[src/rtl/processor_nios2_qsys_0_oci_dct_packer.sv]
// processor_nios2_qsys_0_oci_dct_packer
//
// Data-trace (DCT) packer for the Nios II OCI debug path. Incoming trace
// slots are gathered into a SLOTS-wide frame. Each complete frame moves into
// a one-frame holding register, and the downstream consumer drains that
// register over a valid/ready handshake. An end-of-test flush pushes out any
// partial frame and then reports completion. Slots that arrive while the
// packer is full are counted by a saturating drop counter.
//
// Ports
//   clk            : sole clock, rising edge
//   reset          : synchronous, active-high
//   dct_in_valid   : a trace slot is present this cycle (no back-pressure)
//   dct_in_data    : trace slot payload
//   dct_buffer     : frame currently being accumulated (debug view)
//   dct_count      : number of slots in dct_buffer
//   out_valid      : holding register contains a frame
//   out_data       : held frame; unfilled slots read as zero
//   out_slots      : number of valid slots in out_data
//   out_ready      : consumer takes the frame when out_valid && out_ready
//   test_ending    : flush request
//   test_has_ended : flush finished; stays set until reset
//   drop_count     : number of discarded slots, saturating
module processor_nios2_qsys_0_oci_dct_packer #(
  parameter int SLOT_W         = 6,
  parameter int SLOTS          = 5,
  parameter int COUNT_W        = 4,
  parameter int DROP_W         = 8,
  parameter int PACK_MSB_FIRST = 0
) (
  input  logic                      clk,
  input  logic                      reset,
  input  logic                      dct_in_valid,
  input  logic [SLOT_W-1:0]         dct_in_data,
  output logic [SLOT_W*SLOTS-1:0]   dct_buffer,
  output logic [COUNT_W-1:0]        dct_count,
  output logic                      out_valid,
  output logic [SLOT_W*SLOTS-1:0]   out_data,
  output logic [COUNT_W-1:0]        out_slots,
  input  logic                      out_ready,
  input  logic                      test_ending,
  output logic                      test_has_ended,
  output logic [DROP_W-1:0]         drop_count
);

  localparam int FW = SLOT_W * SLOTS;
  localparam logic [COUNT_W-1:0] SLOTS_C = COUNT_W'(SLOTS);

  typedef enum logic [1:0] {
    ST_CAPTURE,
    ST_FLUSH,
    ST_ENDED
  } state_t;

  state_t              state_q, state_d;
  logic [FW-1:0]       dct_buffer_q, dct_buffer_d;
  logic [COUNT_W-1:0]  dct_count_q, dct_count_d;
  logic                out_valid_q, out_valid_d;
  logic [FW-1:0]       out_data_q, out_data_d;
  logic [COUNT_W-1:0]  out_slots_q, out_slots_d;
  logic [DROP_W-1:0]   drop_count_q, drop_count_d;

  logic hold_free;
  logic handshake;

  // Returns buf_in with data written into the slot for fill count cnt. With
  // MSB-first packing the first slot of a frame occupies the top slot.
  function automatic logic [FW-1:0] write_slot(input logic [FW-1:0]      buf_in,
                                               input logic [COUNT_W-1:0] cnt,
                                               input logic [SLOT_W-1:0]  data);
    logic [FW-1:0] r;
    r = buf_in;
    for (int i = 0; i < SLOTS; i++) begin
      if (int'(cnt) == ((PACK_MSB_FIRST != 0) ? (SLOTS - 1 - i) : i)) begin
        r[i*SLOT_W +: SLOT_W] = data;
      end
    end
    return r;
  endfunction

  assign hold_free = !out_valid_q || out_ready;
  assign handshake = out_valid_q && out_ready;

  // Next-state logic. The holding register is released by the handshake
  // unless a move refills it in the same cycle. A move always empties the
  // accumulator, so an input that arrives with the move becomes slot 0 of
  // the next frame. This is how full-rate streaming avoids drops.
  always_comb begin
    state_d      = state_q;
    dct_buffer_d = dct_buffer_q;
    dct_count_d  = dct_count_q;
    out_valid_d  = out_valid_q;
    out_data_d   = out_data_q;
    out_slots_d  = out_slots_q;
    drop_count_d = drop_count_q;

    if (handshake) begin
      out_valid_d = 1'b0;
    end

    case (state_q)
      ST_CAPTURE: begin
        if (dct_count_q == SLOTS_C && hold_free) begin
          out_data_d  = dct_buffer_q;
          out_slots_d = SLOTS_C;
          out_valid_d = 1'b1;
          if (dct_in_valid) begin
            dct_buffer_d = write_slot('0, '0, dct_in_data);
            dct_count_d  = COUNT_W'(1);
          end else begin
            dct_buffer_d = '0;
            dct_count_d  = '0;
          end
        end else if (dct_in_valid) begin
          if (dct_count_q < SLOTS_C) begin
            dct_buffer_d = write_slot(dct_buffer_q, dct_count_q, dct_in_data);
            dct_count_d  = dct_count_q + COUNT_W'(1);
          end else if (!(&drop_count_q)) begin
            drop_count_d = drop_count_q + DROP_W'(1);
          end
        end
        if (test_ending) begin
          state_d = ST_FLUSH;
        end
      end

      // During the flush, inputs are ignored and do not count as drops.
      // Completion waits until the accumulator and the hold are both empty.
      ST_FLUSH: begin
        if (dct_count_q != '0 && hold_free) begin
          out_data_d   = dct_buffer_q;
          out_slots_d  = dct_count_q;
          out_valid_d  = 1'b1;
          dct_buffer_d = '0;
          dct_count_d  = '0;
        end else if (dct_count_q == '0 && !out_valid_q) begin
          state_d = ST_ENDED;
        end
      end

      ST_ENDED: begin
      end

      default: begin
        state_d = ST_CAPTURE;
      end
    endcase
  end

  always_ff @(posedge clk) begin
    if (reset) begin
      state_q      <= ST_CAPTURE;
      dct_buffer_q <= '0;
      dct_count_q  <= '0;
      out_valid_q  <= 1'b0;
      out_data_q   <= '0;
      out_slots_q  <= '0;
      drop_count_q <= '0;
    end else begin
      state_q      <= state_d;
      dct_buffer_q <= dct_buffer_d;
      dct_count_q  <= dct_count_d;
      out_valid_q  <= out_valid_d;
      out_data_q   <= out_data_d;
      out_slots_q  <= out_slots_d;
      drop_count_q <= drop_count_d;
    end
  end

  assign dct_buffer     = dct_buffer_q;
  assign dct_count      = dct_count_q;
  assign out_valid      = out_valid_q;
  assign out_data       = out_data_q;
  assign out_slots      = out_slots_q;
  assign drop_count     = drop_count_q;
  assign test_has_ended = (state_q == ST_ENDED);

endmodule
[config.mk]
export PLATFORM = sky130hd
export DESIGN_NAME = processor_nios2_qsys_0_oci_dct_packer
export DESIGN_NICKNAME = d
export VERILOG_FILES = /design/src/rtl/processor_nios2_qsys_0_oci_dct_packer.sv
export SDC_FILE = /design/constraint.sdc
export NUM_CORES = 1
export LEC_CHECK = 0
export CORE_UTILIZATION = 43
export CTS_CLUSTER_DIAMETER = 200
export DETAILED_ROUTE_END_ITERATION = 6
export GPL_TIMING_DRIVEN = 1
export PLACE_DENSITY_LB_ADDON = 0.08
export SLEW_MARGIN = 20
export SYNTH_ARGS = -nofsm -noshare
export SYNTH_HDL_FRONTEND = slang
export SYNTH_SLANG_ARGS = --single-unit
export TNS_END_PERCENT = 5
[constraint.sdc]
create_clock -name clk -period 2.2 [get_ports clk]
set_clock_uncertainty 0.2 [all_clocks]
set_input_delay 0.44 -clock clk [delete_from_list [all_inputs] [get_ports clk]]
set_output_delay 0.44 -clock clk [all_outputs]
set_load 0.02 [all_outputs]
==> metrics.md, run 1 <==
| Metric | Value |
|---|---|
| Outcome | `finished, final reports clean` |
| # setup viols final | `0` |
| Synth async-reset ratio | `0%` |
| CTS root buffer | `clkbuf_8` |
| Vias in the first global route | `2536` |
| VDD IR max | `0.686 mV` |
| Die width | `89.0 um` |
| CP arrival | `1.46 ns` |
| Sequential fraction of the synthesis area | `48.6%` |
| Initial core utilization | `about 45%` |
| Post-synth top area share | `48.6%` |
| Max-cap violations | `0` |
| Cell Area, Synth | `3250 um2` |
| Final setup TNS | `0 ns` |
| Avg Synthesized Cell Area | `8.59 um2` |
| Layout Cells excl Fill | `580` |
| Clk pin slew, worst setup/hold paths | `~0.080 ns` |
| DRC Markers | `0` |
| Delay of the slowest critical-path stage | `0.66 ns` |
| Worst Path Max Fanout | `11` |
| H-tree depth | `3` |
| Post-detail-place hpwl | `5580 um` |
| Min Hold Slack | `0.254 ns` |
| Reg power frac | `38.5%` |
| Cell area after layout | `4530 um2` |
| Worst reg2reg startpoint | `drop_count[0]` |
| Crit path from | `dct_count[3]` |
| PortBufs | `88` |
| Initial antenna violation count | `0` |
| Fin util | `62.1%` |
| CP Capture Type | `output pin` |
| Top cell family by delay on the critical path | `buffers and inverters` |
| Placer Congestion | `about 0.86` |
| Core area | `between 7000 and 8000 um2` |
| Number of synthesis warnings | `0` |
| Hold buffer count at cts | `0` |
| Layout cells sized above 1 | `11.0%` |
| DRT antenna net count | `0` |
| Critical Path Start Type | `register` |
| Final hold violations | `0` |
| Fmax | `between 400 and 500 MHz` |
| Placed inst area | `4330 um2` |
| Post-synth EDFFs | `0` |
| Switching portion of total power | `36.1%` |
| First-pass GRT wire length | `12300 um` |
| Diodes inserted | `0` |
| Vias/cell | `a little over 5` |
| Pre-CTS WS | `-0.291 ns` |
| Post-synth cell types | `41` |
| TritonRoute pass-1 iters | `4` |
| Worst hold path class | `register to register` |
| DIE AREA | `7920 um2` |
| Global Route Usage Sum | `20.5%` |
| Clock buffer depth | `2` |
| Mapped Nets | `396` |
| Final Worst Setup Slack | `0.104 ns` |
| Num CTS Buffers | `9` |
| Row count | `31` |
| Area grow syn2layout | `39.3%` |
| Leakage | `approximately 1.6 nW` |
| Fin nets | `a little under 500` |
| Setup CP Type | `register to output pin` |
| Internal power | `3.07 mW` |
| Buf/Inv on CP | `1` |
| Unrepaired setup endpoints after global routing | `false` |
| Post-Synthesis Cells | `379` |
| Largest net degree at the start of global routing | `54` |
| Psw | `~1.7 mW` |
| Via count | `between 2000 and 3000` |
| CTS tree | `done` |
| Dominant cells by area after synthesis | `dfxtp_1, nand2_1, o21ai_0` |
| Drt wl/cell | `13.2 um` |
| Clock Latency Late Sink | `0.34 ns` |
| GRT overflow | `0` |
| Worst path cell trace | `clkdlybuf4s50_1` |
| Minimum clock period | `2.10 ns` |
| Worst Path Required | `1.56 ns` |
| Yosys reg bits | `79` |
| Max-slew violation count | `0` |
| Routed Wire Length | `7670 um` |
| Tot Pwr | `4.81 mW` |
| Synth area leader | `dfxtp_1` |
| Die Y | `89.0 um` |
| I/O pin cnt | `89` |
| PwrDens | `around 1100 nW/um2` |
| Initial DRC count | `102` |
| Post-Place Cells | `565` |
| CP max-delay cell | `clkdlybuf4s50_1` |
| Comb power frac | `between 30% and 40%` |
| Worst-Margin Slew | `0.401 ns` |
| Clock share of power | `a little over a fifth` |
| Worst slew margin | `roughly three quarters` |
| Top FF cell, synth | `dfxtp_1` |
| Hold path start | `out_data[11]` |
| Clock sinks | `79` |
| Period utilisation layout | `95.3%` |
state kept, by name, summed over array words and instances (netlist names):
| register | count |
|---|---|
| dct_buffer | 30 |
| out_data | 30 |
| drop_count | 8 |
| dct_count | 4 |
| out_slots | 4 |
| state_q | 2 |
| out_valid | 1 |
logic make-up after synthesis:
group / after synthesis / share of synthesized area, %
flops: 79 / 48.6
fa+ha+maj: 6 / 2.31
xor+xnor: 8 / 2.15
simple gates: 174 / 27.5
mux: 2 / 0.615
compound gates: 82 / 14.4
buf+inv: 28 / 4.46
power by group through the flow:
stage               clock (mW)  combinational, mW  sequential, mW
detailed placement           0               1.92            1.89
global placement             0               1.91            1.88
global route              1.14               2.10            1.88
CTS                       1.07               1.93            1.85
finish                    1.04               1.92            1.85
floorplan                    0              0.828            2.12
final cells by class:
| type | instances | area (um2) |
|---|---|---|
| Clock buffer | 12 | 145 |
| Inverter | 3 | 11.3 |
| Sequential cell | 79 | 1590 |
| Fill cell | 704 | 2760 |
| Multi-Input combinational cell | 272 | 1540 |
| Tap cell | 99 | 124 |
| Timing Repair Buffer | 112 | 1080 |
| Clock inverter | 3 | 43.8 |
cells in the final DEF (no fill, tap or decap), types with 3 or more instances in the layout:
cell / n
clkdlybuf4s50_1: 85
nand2_1: 79
dfxtp_1: 76
o21ai_0: 38
a21oi_1: 35
nand3b_1: 25
buf_4: 22
nor2_1: 16
nand3_1: 13
clkbuf_8: 10
nand2b_1: 9
nor3_1: 7
xnor2_1: 7
ha_1: 6
nor4_1: 5
inv_1: 3
and3_1: 3
nor3b_1: 3
dfxtp_2: 3
cells in the mapped netlist, drive strengths merged, types with 2 or more instances:
cell type,n
a21oi,35
and2b,2
and3,3
buf,12
clkbuf,13
dfxtp,79
ha,6
inv,3
mux2i,2
nand2,79
nand2b,9
nand3,13
nand3b,26
nor2,16
nor2b,2
nor3,9
nor3b,4
nor4,5
o21ai,39
xnor2,7
worst paths after layout:
| path | end | slack [ns] | depth (start not counted) |
|---|---|---|---|
| max | dct_count[3] | 0.10 | 1 |
| min | out_data[11] | 0.25 | 2 |
| max reg2reg | drop_count[7] | 0.16 | 6 |
| min reg2reg | out_data[11] | 0.25 | 2 |
routing by layer:
metal,vias to the layer above,wire (um),global-route usage (%)
met3,8,317,4.80
met5,-,0,0
met1,1376,3590,27.5
met2,64,3660,32.7
met4,0,103,6.93
li1,1489,-,-
what timing repair did:
action / 4_1_cts / 5_1_grt
setup endpoints to repair: 3 / 11
setup buffers: 0 / 0
resized for setup: 3 / 3
pin swaps: 0 / 1
Note: power is estimated with default switching activity, not from simulation.
==> inputs of run 2 (changes only) <==
--- a/config.mk
+++ b/config.mk
@@ -5,6 +5,7 @@
 export SDC_FILE = /design/constraint.sdc
 export NUM_CORES = 1
 export LEC_CHECK = 0
+export CAP_MARGIN = 10
 export CORE_UTILIZATION = 43
 export CTS_CLUSTER_DIAMETER = 200
 export DETAILED_ROUTE_END_ITERATION = 6
==> results of run 2 <==
The final DEF is identical to that of run 1; final timing and power are the same.
==> inputs of run 3 (changes only) <==
--- a/config.mk
+++ b/config.mk
@@ -9,6 +9,7 @@
 export CORE_UTILIZATION = 43
 export CTS_CLUSTER_DIAMETER = 200
 export DETAILED_ROUTE_END_ITERATION = 6
+export GPL_ROUTABILITY_DRIVEN = 0
 export GPL_TIMING_DRIVEN = 1
 export PLACE_DENSITY_LB_ADDON = 0.08
 export SLEW_MARGIN = 20
==> results of run 3 <==
The final DEF is identical to that of run 1; final timing and power are the same.
